**config.mk**
```make
export PLATFORM = sky130hd
export DESIGN_NAME = fetch_stage
export DESIGN_NICKNAME = d
export VERILOG_FILES = /design/src/rtl/fetch_stage_pkg.sv /design/src/rtl/fetch_redirect_mux.sv /design/src/rtl/fetch_stage.sv
export SDC_FILE = /design/constraint.sdc
export NUM_CORES = 1
export LEC_CHECK = 0
export BUFFER_PORTS_ARGS = -buffer_cell sky130_fd_sc_hd__buf_4
export CAP_MARGIN = 40
export CORE_UTILIZATION = 45
export CTS_BUF_LIST = sky130_fd_sc_hd__clkbuf_8
export CTS_CLUSTER_SIZE = 12
export DETAILED_ROUTE_END_ITERATION = 10
export PLACE_DENSITY = 0.77
export SLEW_MARGIN = 40
export SYNTH_ARGS = -nofsm -noshare
export SYNTH_HDL_FRONTEND = slang
export SYNTH_SLANG_ARGS = --single-unit
```
**constraint.sdc**
```tcl
create_clock -name clk -period 2.5 [get_ports clk]
set_clock_uncertainty 0.15 [all_clocks]
set_input_delay 0 -clock clk [delete_from_list [all_inputs] [get_ports clk]]
set_output_delay 0 -clock clk [all_outputs]
set_load 0.03 [all_outputs]
```
**src/rtl/fetch_stage_pkg.sv**
```systemverilog
// Shared constants and types for the instruction-fetch stage.
package fetch_stage_pkg;

  localparam int unsigned XLEN    = 32;
  localparam int unsigned OPC_W   = 6;
  localparam int unsigned JADDR_W = 26;

  localparam logic [OPC_W-1:0] J_OPCODE   = 6'b000010;
  localparam logic [OPC_W-1:0] JAL_OPCODE = 6'b000011;
  localparam logic [XLEN-1:0]  NOP        = 32'h0000_0000;

  typedef enum logic [1:0] {
    S_FETCH  = 2'd0,
    S_BUF    = 2'd1,
    S_SQUASH = 2'd2
  } fetch_state_e;

  // Payload presented to the IF/ID register
  typedef struct packed {
    logic            valid;
    logic            jump;
    logic [XLEN-1:0] instn;
    logic [XLEN-1:0] nextpc;
    logic [XLEN-1:0] currpc;
  } if_out_t;

  // Response parked while ID is stalled
  typedef struct packed {
    logic [XLEN-1:0] pc;
    logic [XLEN-1:0] instn;
  } skid_t;

endpackage

```
**src/rtl/fetch_redirect_mux.sv**
```systemverilog
// Redirect target selection: EX branch beats ID jump; target is word aligned.
module fetch_redirect_mux (
  input  logic        br_taken,
  input  logic [31:0] br_target,
  input  logic        jump_in,
  input  logic [25:0] jump_address,
  input  logic [31:0] jump_pc4,
  output logic        redirect_c,
  output logic [31:0] target_c
);
  import fetch_stage_pkg::*;

  logic [XLEN-1:0] raw_c;
  logic            unused_c;

  // Priority select, then clear the byte-offset bits
  always_comb begin
    raw_c = br_target;
    if (!br_taken) begin
      raw_c = {jump_pc4[31:28], jump_address, 2'b00};
    end
    target_c   = {raw_c[XLEN-1:2], 2'b00};
    redirect_c = br_taken | jump_in;
  end

  // Low bits of the inputs that never reach the target
  assign unused_c = ^{jump_pc4[27:0], br_target[1:0]};

endmodule

```
**src/rtl/fetch_stage.sv**
```systemverilog
// Instruction fetch: PC, imem handshake, one-entry skid buffer, redirect flush.
module fetch_stage #(
  parameter logic [31:0] RESET_PC   = 32'h0000_0000,
  parameter logic [5:0]  J_OPCODE   = 6'b000010,
  parameter logic [5:0]  JAL_OPCODE = 6'b000011
) (
  input  logic        clk,
  input  logic        reset,
  output logic        imem_req,
  output logic [31:0] imem_addr,
  input  logic        imem_ready,
  input  logic [31:0] imem_rdata,
  input  logic        stall,
  input  logic        br_taken,
  input  logic [31:0] br_target,
  input  logic        jump_in,
  input  logic [25:0] jump_address,
  input  logic [31:0] jump_pc4,
  output logic [31:0] currpc,
  output logic [31:0] nextpc,
  output logic [31:0] instn,
  output logic        jump_out,
  output logic        if_valid
);
  import fetch_stage_pkg::*;

  fetch_state_e    state_q, state_d;
  logic [XLEN-1:0] pc_q, pc_d;
  logic [XLEN-1:0] sq_addr_q, sq_addr_d;
  skid_t           skid_q, skid_d;
  if_out_t         out_q, out_d;

  logic            redirect_c;
  logic [XLEN-1:0] target_c;
  logic            accept_c;

  fetch_redirect_mux u_redirect (
    .br_taken     (br_taken),
    .br_target    (br_target),
    .jump_in      (jump_in),
    .jump_address (jump_address),
    .jump_pc4     (jump_pc4),
    .redirect_c   (redirect_c),
    .target_c     (target_c)
  );

  // Build a valid IF/ID payload with the jump predecode
  function automatic if_out_t make_out(input logic [XLEN-1:0] pc,
                                       input logic [XLEN-1:0] word);
    if_out_t o;
    o.currpc = pc;
    o.nextpc = pc + XLEN'(4);
    o.instn  = word;
    o.jump   = (word[31:26] == J_OPCODE) || (word[31:26] == JAL_OPCODE);
    o.valid  = 1'b1;
    return o;
  endfunction

  // Request is dropped while buffered and in the reset cycle
  assign imem_req  = !reset && (state_q != S_BUF);
  assign imem_addr = (state_q == S_SQUASH) ? sq_addr_q : pc_q;
  assign accept_c  = imem_req && imem_ready;

  assign currpc   = out_q.currpc;
  assign nextpc   = out_q.nextpc;
  assign instn    = out_q.instn;
  assign jump_out = out_q.jump;
  assign if_valid = out_q.valid;

  // State and pipeline registers
  always_ff @(posedge clk) begin
    if (reset) begin
      state_q   <= S_FETCH;
      pc_q      <= RESET_PC;
      sq_addr_q <= RESET_PC;
      skid_q    <= '0;
      out_q     <= '0;
    end else begin
      state_q   <= state_d;
      pc_q      <= pc_d;
      sq_addr_q <= sq_addr_d;
      skid_q    <= skid_d;
      out_q     <= out_d;
    end
  end

  // Next-state, next-PC and IF/ID payload; redirect overrides stall
  always_comb begin
    state_d   = state_q;
    pc_d      = pc_q;
    sq_addr_d = sq_addr_q;
    skid_d    = skid_q;
    out_d     = out_q;

    if (redirect_c) begin
      pc_d        = target_c;
      skid_d      = '0;
      out_d.valid = 1'b0;
      out_d.instn = NOP;
      out_d.jump  = 1'b0;
      if ((state_q == S_FETCH) && !accept_c) begin
        // Outstanding request must still complete at the old address
        state_d   = S_SQUASH;
        sq_addr_d = pc_q;
      end else if ((state_q == S_SQUASH) && !accept_c) begin
        state_d = S_SQUASH;
      end else begin
        state_d = S_FETCH;
      end
    end else begin
      case (state_q)
        S_FETCH: begin
          if (accept_c) begin
            pc_d = pc_q + XLEN'(4);
            if (stall) begin
              skid_d.pc    = pc_q;
              skid_d.instn = imem_rdata;
              state_d      = S_BUF;
            end else begin
              out_d = make_out(pc_q, imem_rdata);
            end
          end else if (!stall) begin
            out_d.valid = 1'b0;
            out_d.instn = NOP;
            out_d.jump  = 1'b0;
          end
        end
        S_BUF: begin
          if (!stall) begin
            out_d   = make_out(skid_q.pc, skid_q.instn);
            skid_d  = '0;
            state_d = S_FETCH;
          end
        end
        S_SQUASH: begin
          if (accept_c) begin
            state_d = S_FETCH;
          end
        end
        default: begin
          state_d = S_FETCH;
        end
      endcase
    end
  end

endmodule

```
==> flow_summary.ini, run 1 <==
[global_route]
grt_pass1_wl_um = 58400
grt_start_max_net_pins = 99
track_usage_pct = 29.8
gr-total-overflow = 0
grt_pass1_vias = 11200
antenna_found_initial = 0

[cts]
cts.sinks = 218
clk_pin_slew_ps = 70
cts-root-buf = clkbuf_8
clock_latency_ps = 540
htree_num_levels = 2
cts_buffers = 39
cts_tree = yes
cts_buffer_depth = 3

[placed_design]
postPlaceCellArea_um2 = 12900
globalplace.congestion = 0.918
portBuffers = 222
dpl_worst_slack_ps = 149
dp_hpwl_um = 24200

[drt]
ant_nets = 0
wl_per_cell_um = 18.5
totalWireLength_um = 37800
dr.first_iter.drc_count = 1072
first_pass_iters = 5
vias = 11800
drcViolationCount = 0
vias_per_cell = 5.79

[logic_synthesis]
synth.area.top_cells = dfxtp_1, nand2_1, a21oi_1
netlist_instances = 1401
synth-seq-cells = 218
yosysUniqueCellTypes = 71
synth_area_um2 = 10900
yosys_most_used_dff = dfxtp_1
postSynth.asyncResetShare_pct = 0
yosysTopAreaCell = dfxtp_1
synth-edff-count = 0
yosys.area.top_type_share_pct = 40.2
ys_warn_count = 0
avgSynthCellArea_um2 = 7.75
yosysSeqAreaShare_pct = 40.2

[critical_path]
critPathArrivalTime_ps = 2700
reg2reg_depth = 6
slowest_delay_ps = 590
worst_path_most_repeated_cell = o21ai_0
path_buf_inv = 1
worst-r2r-setup-slack_ps = 110
cp_max_fo = 8
cp.required_ps = 2820
critPathTopFamily = simple AND/OR/NAND/NOR gates
slowest_stage = dlygate4sd3_1
r2r_start = pc_q[8]$_SDFFE_PP0P_
cp-start-kind = flop
cp_cell_sequence = nand4_2, or3_1, o21ai_0, o21ai_0, dlygate4sd3_1, a21oi_1
r2r-end = pc_q[9]$_SDFFE_PP0P_
worstSetupPathType = reg -> reg
path_depth = 6
cp-end-kind = flop

[run_status]
status = complete, no violations

[final_layout]
drive_gt1_share_pct = 24.3
diodes = 0
postLayoutCoreUtil_pct = 63.1
final_cell_area_um2 = 14900
mostFrequentLayoutCells = buf_4, nand2_1, dfxtp_1, nor2_1, a21oi_1
final_common_cell = buf_4
layout.nets = 1826
syn2layout_area_growth_pct = 36.9

[worst_hold_path]
min-delay-start = jump_address[17]
worstHoldPathCells = 6
min_to = pc_q[19]$_SDFFE_PP0P_
hp-class = in -> reg

[sta]
rsz0062_at_grt = no
fin_crit_ps = 2390
hold_viol_final = 0
maxSlewViolCount = 0
maxSlewHeadroom_pct = 47.9
fin_ws_ps = 112
worst_slew_pin_slew_ps = 781
fin_hold_ws_ps = 26.1
post-route-period-util_pct = 95.5
timing.fmax_mhz = 419
finalSetupTns_ps = 0
finalSetupViolations = 0

[die]
ioPinCount = 259
die_h_um = 157
die_area_um2 = 24800
fp.dieW_um = 157
coreArea_um2 = 23500
rows = 56
initial_core_util_pct = 46.1

[pwr]
ir_drop_mv = 0.397
power.density_nw_per_um2 = 581
p_leak_nw = 5.76

[job]
cap_viol_max_count = 0
==> layout make-up <==
class,count,area [µm²]
Clock buffer,51,702
Clock inverter,20,168
Fill cell,1914,8680
Inverter,14,52.6
Multi-Input combinational cell,1027,5890
Sequential cell,218,4370
Tap cell,319,399
Timing Repair Buffer,396,3280
==> state kept, by name, indices dropped and copies added, names as in the netlist <==
signal     cells
instn         32
state_q        2
nextpc        30
currpc        30
pc_q          30
sq_addr_q     30
skid_q        62
if_valid       1
jump_out       1
==> how the worst max path moves through the flow <==
| stage | from | end | slack, ps |
|---|---|---|---|
| floorplan | pc_q[2]$_SDFFE_PP0P_ | pc_q[24]$_SDFFE_PP0P_ | 320 |
| global placement | pc_q[2]$_SDFFE_PP0P_ | pc_q[26]$_SDFFE_PP0P_ | 240 |
| CTS | pc_q[2]$_SDFFE_PP0P_ | pc_q[9]$_SDFFE_PP0P_ | 60 |
| finish | pc_q[8]$_SDFFE_PP0P_ | pc_q[9]$_SDFFE_PP0P_ | 110 |
| global route | pc_q[8]$_SDFFE_PP0P_ | pc_q[9]$_SDFFE_PP0P_ | 8 |
| detailed placement | pc_q[2]$_SDFFE_PP0P_ | nextpc[24]$_SDFFE_PP0P_ | 150 |
==> routing by layer <==
layer,global-route usage [%],wire (µm),vias to the layer above
met5,0,0,-
met4,13.2,1480,0
met3,6.42,3350,117
met2,51.8,18500,608
met1,35.0,14500,5577
li1,-,-,5537
==> stage by stage <==
| step | std cells | total power [mW] |
|---|---|---|
| after floorplan | 1406 | 4.39 |
| after global placement | 1866 | 4.81 |
| after detailed placement | 1866 | 4.84 |
| after CTS | 2040 | 8.64 |
| after global routing | 2045 | 8.94 |
| final | 2045 | 8.64 |
==> repair_timing <==
item	in CTS	in global routing
hold buffers	103	0
gates resized for setup	0	4
endpoints found under the setup margin	0	10
hold endpoints to repair	135	0
buffers inserted	0	5
==> where the power goes <==
| part | switching (mW) | internal, mW |
|---|---|---|
| sequential | 0.0948 | 3.56 |
| combinational | 0.738 | 0.558 |
| clock | 1.53 | 2.15 |
| total | 2.37 | 6.27 |
==> worst register-to-register path, cell delays in order, from the launching register on <==
cell and delay (ps):
dfxtp_1 510, nand4_2 300, or3_1 410, o21ai_0 150, o21ai_0 80, dlygate4sd3_1 590, a21oi_1 120
==> cells by family after synthesis <==
kind of cell,synth area share (%)
XOR/XNOR,3.95
adder cells (fa/ha/maj),0.230
buffers and inverters,6.17
multiplexers,3.76
flip-flops,40.2
AND/OR/NAND/NOR,26.5
AO/OA/AOI/OAI,19.2
other,0.0345
==> Yosys cell counts (3+ instances only) <==
library cell / n
o21ai_0: 43
a21oi_1: 130
o22ai_1: 4
a31oi_1: 8
a32o_1: 5
and2_1: 5
a221oi_1: 36
inv_1: 13
buf_2: 21
o31a_1: 4
buf_4: 8
and3_1: 9
a31o_2: 4
nor2_1: 163
or2_2: 3
clkbuf_1: 102
nor4_1: 18
o211ai_1: 12
nor3_2: 3
mux2i_1: 7
and4_1: 8
nor2b_1: 5
a211oi_1: 13
or3_1: 8
nand2_1: 235
nand4_1: 21
nand3b_1: 32
nor4b_1: 3
xnor2_1: 19
nand3_1: 35
mux2_2: 30
dfxtp_1: 218
o31ai_1: 3
a311oi_1: 31
o221ai_1: 3
buf_1: 13
nor3_1: 53
xor2_1: 30
Power figures use the tool's default switching activity.
==> run 2, diff against run 1 <==
--- a/config.mk
+++ b/config.mk
@@ -5,13 +5,16 @@
 export SDC_FILE = /design/constraint.sdc
 export NUM_CORES = 1
 export LEC_CHECK = 0
+export ABC_AREA = 1
 export BUFFER_PORTS_ARGS = -buffer_cell sky130_fd_sc_hd__buf_4
 export CAP_MARGIN = 40
-export CORE_UTILIZATION = 45
+export CELL_PAD_IN_SITES_DETAIL_PLACEMENT = 0
+export CELL_PAD_IN_SITES_GLOBAL_PLACEMENT = 2
+export CORE_UTILIZATION = 30
 export CTS_BUF_LIST = sky130_fd_sc_hd__clkbuf_8
 export CTS_CLUSTER_SIZE = 12
 export DETAILED_ROUTE_END_ITERATION = 10
-export PLACE_DENSITY = 0.77
+export PLACE_DENSITY = 0.9
 export SLEW_MARGIN = 40
 export SYNTH_ARGS = -nofsm -noshare
 export SYNTH_HDL_FRONTEND = slang
==> flow_summary.ini, run 2 <==
[drt]
drcViolationCount = 0
dr.first_iter.drc_count = 775
totalWireLength_um = 40300
ant_nets = 0
wl_per_cell_um = 16.7
vias_per_cell = 4.88
vias = 11700
first_pass_iters = 5

[job]
cap_viol_max_count = 0

[die]
rows = 70
initial_core_util_pct = 30.3
ioPinCount = 259
coreArea_um2 = 36500
die_area_um2 = 37700
fp.dieW_um = 194
die_h_um = 194

[final_layout]
syn2layout_area_growth_pct = 34.4
diodes = 0
largest_register_ffs = 62
final_common_cell = nand2_1
top_register = skid_q
final_cell_area_um2 = 14900
drive_gt1_share_pct = 18.5
mostFrequentLayoutCells = nand2_1, buf_4, dfxtp_1, o21ai_0, a21oi_1
layout.nets = 2045
nFillCells = 3853

[global_route]
grt_start_max_net_pins = 113
gr-total-overflow = 0
grt_pass1_wl_um = 63700
track_usage_pct = 21.1
antenna_found_initial = 0
grt_pass1_vias = 11600

[placed_design]
dp_hpwl_um = 27700
portBuffers = 222
postPlaceCellArea_um2 = 13100
globalplace.congestion = 0.876
dpl_worst_slack_ps = 250

[logic_synthesis]
yosysMostFrequentCell = nand2_1
synth-edff-count = 0
yosys_most_used_dff = dfxtp_1
yosysSeqAreaShare_pct = 39.4
synth.area.top_cells = dfxtp_1, nand2_1, o21ai_0
yosysTopAreaCell = dfxtp_1
yosys.area.top_type_share_pct = 39.4
postSynth.asyncResetShare_pct = 0
synth_area_um2 = 11100
netlist_instances = 1630
avgSynthCellArea_um2 = 6.80
yosys-top-cells-count = nand2_1, dfxtp_1, o21ai_0
yosysUniqueCellTypes = 41
synth-seq-cells = 218
ys_warn_count = 0

[critical_path]
cp.required_ps = 2790
cp_max_fo = 93
critPathArrivalTime_ps = 2590
slowest_delay_ps = 730
slowest_stage = dlygate4sd3_1
worst_path_most_repeated_cell = dlygate4sd3_1
cp-start-kind = primary input
cp_cell_sequence = dlygate4sd3_1, buf_4, nor2_4, dlygate4sd3_1, nand3_4, inv_2, buf_12, nand3_1, a21oi_1, nor2_1
critPathTopFamily = buffers and inverters
path_buf_inv = 5
cp-end-kind = flop
worstSetupPathType = in -> reg

[run_status]
status = complete, no violations

[cts]
cts-root-buf = clkbuf_8
cts.sinks = 218
htree_num_levels = 2
cts_buffers = 40
clock_latency_ps = 570
cts_buffer_depth = 3
cts_tree = yes
clk_pin_slew_ps = 60

[pwr]
ir_drop_mv = 0.315
p_sw_share_pct = 29.7
power.density_nw_per_um2 = 568
power.share.sequential_pct = 44.2
p_int_mw = 5.95
power_frac_clock_pct = 39.0
switching_power_mw = 2.51
p_leak_nw = 6.05
power_mw = 8.46
comb_power_share_pct = 16.8

[sta]
maxSlewViolCount = 0
finalSetupViolations = 0
finalSetupTns_ps = 0
fin_crit_ps = 2300
worst_slew_pin_slew_ps = 720
fin_ws_ps = 195
post-route-period-util_pct = 92.2
hold_viol_final = 0
rsz0062_at_grt = no
timing.fmax_mhz = 434
maxSlewHeadroom_pct = 52.0

[worst_hold_path]
hp-class = in -> reg
-- run 2: cells by family after synthesis --
group	count (synthesis)	synth area share, %
AO/OA/AOI/OAI	493	24.2
XOR/XNOR	26	2.05
adder cells (fa/ha/maj)	2	0.226
buffers and inverters	265	9.95
flip-flops	218	39.4
other	1	0.0338
AND/OR/NAND/NOR	625	24.2
-- run 2: metrics by stage --
stage               hold slack (ps)  cells  utilization [%]
floorplan                     -66.9   1635                -
global placement               57.4   2241             36.0
detailed placement             62.4   2241             36.0
CTS                            70.2   2405             40.8
global route                    115   2405             40.8
finish                          108   2405             40.8
-- run 2: what timing repair did --
item / CTS / global route
hold buffers: 100 / 0
setup buffers: 0 / 0
hold endpoints to repair: 136 / 0
setup endpoints to repair: 30 / 1
gates resized for setup: 2 / 1
-- run 2: layout make-up --
class	count	area, µm²	area share [%]
well taps	468	586	3.93
multi-input cells	1152	5670	38.1
clock inverters	18	108	0.723
repair buffers	354	2970	19.9
clock buffers	46	633	4.25
inverters	149	559	3.76
flip-flops and latches	218	4370	29.3
-- run 2: power groups by stage --
stage	clock network, mW	registers [mW]	logic [mW]
after global routing	3.56	3.76	1.56
after global placement	0	3.81	1.27
final	3.30	3.74	1.42
after CTS	3.41	3.74	1.43
after floorplan	0	3.82	0.728
after detailed placement	0	3.81	1.28
-- run 2: worst paths after layout --
kind                                   start                         end  slack [ps]  depth (start not counted)
setup / recovery                    br_taken     nextpc[20]$_SDFFE_PP0P_         200                         10
hold / removal                 imem_rdata[4]       instn[4]$_SDFFE_PP0P_         110                          4
setup reg to reg        pc_q[3]$_SDFFE_PP0P_     nextpc[20]$_SDFFE_PP0P_         240                         10
hold reg to reg   sq_addr_q[10]$_SDFFE_PP0P_  sq_addr_q[10]$_SDFFE_PP0P_         300                          2
-- run 2: routing by layer --
layer | share of wire (%) | wire length, µm | GRT usage [%]
met5 | 0 | 0 | 0
met4 | 1.9 | 781 | 5.47
met3 | 6.1 | 2460 | 4.96
met2 | 47 | 19100 | 35.8
met1 | 45 | 18000 | 26.8
-- run 2: tightest hold or removal path: cells and delay by family --
family          cells  cell delay (ps)
buf+inv             2              620
simple gates        1               40
compound gates      1              100
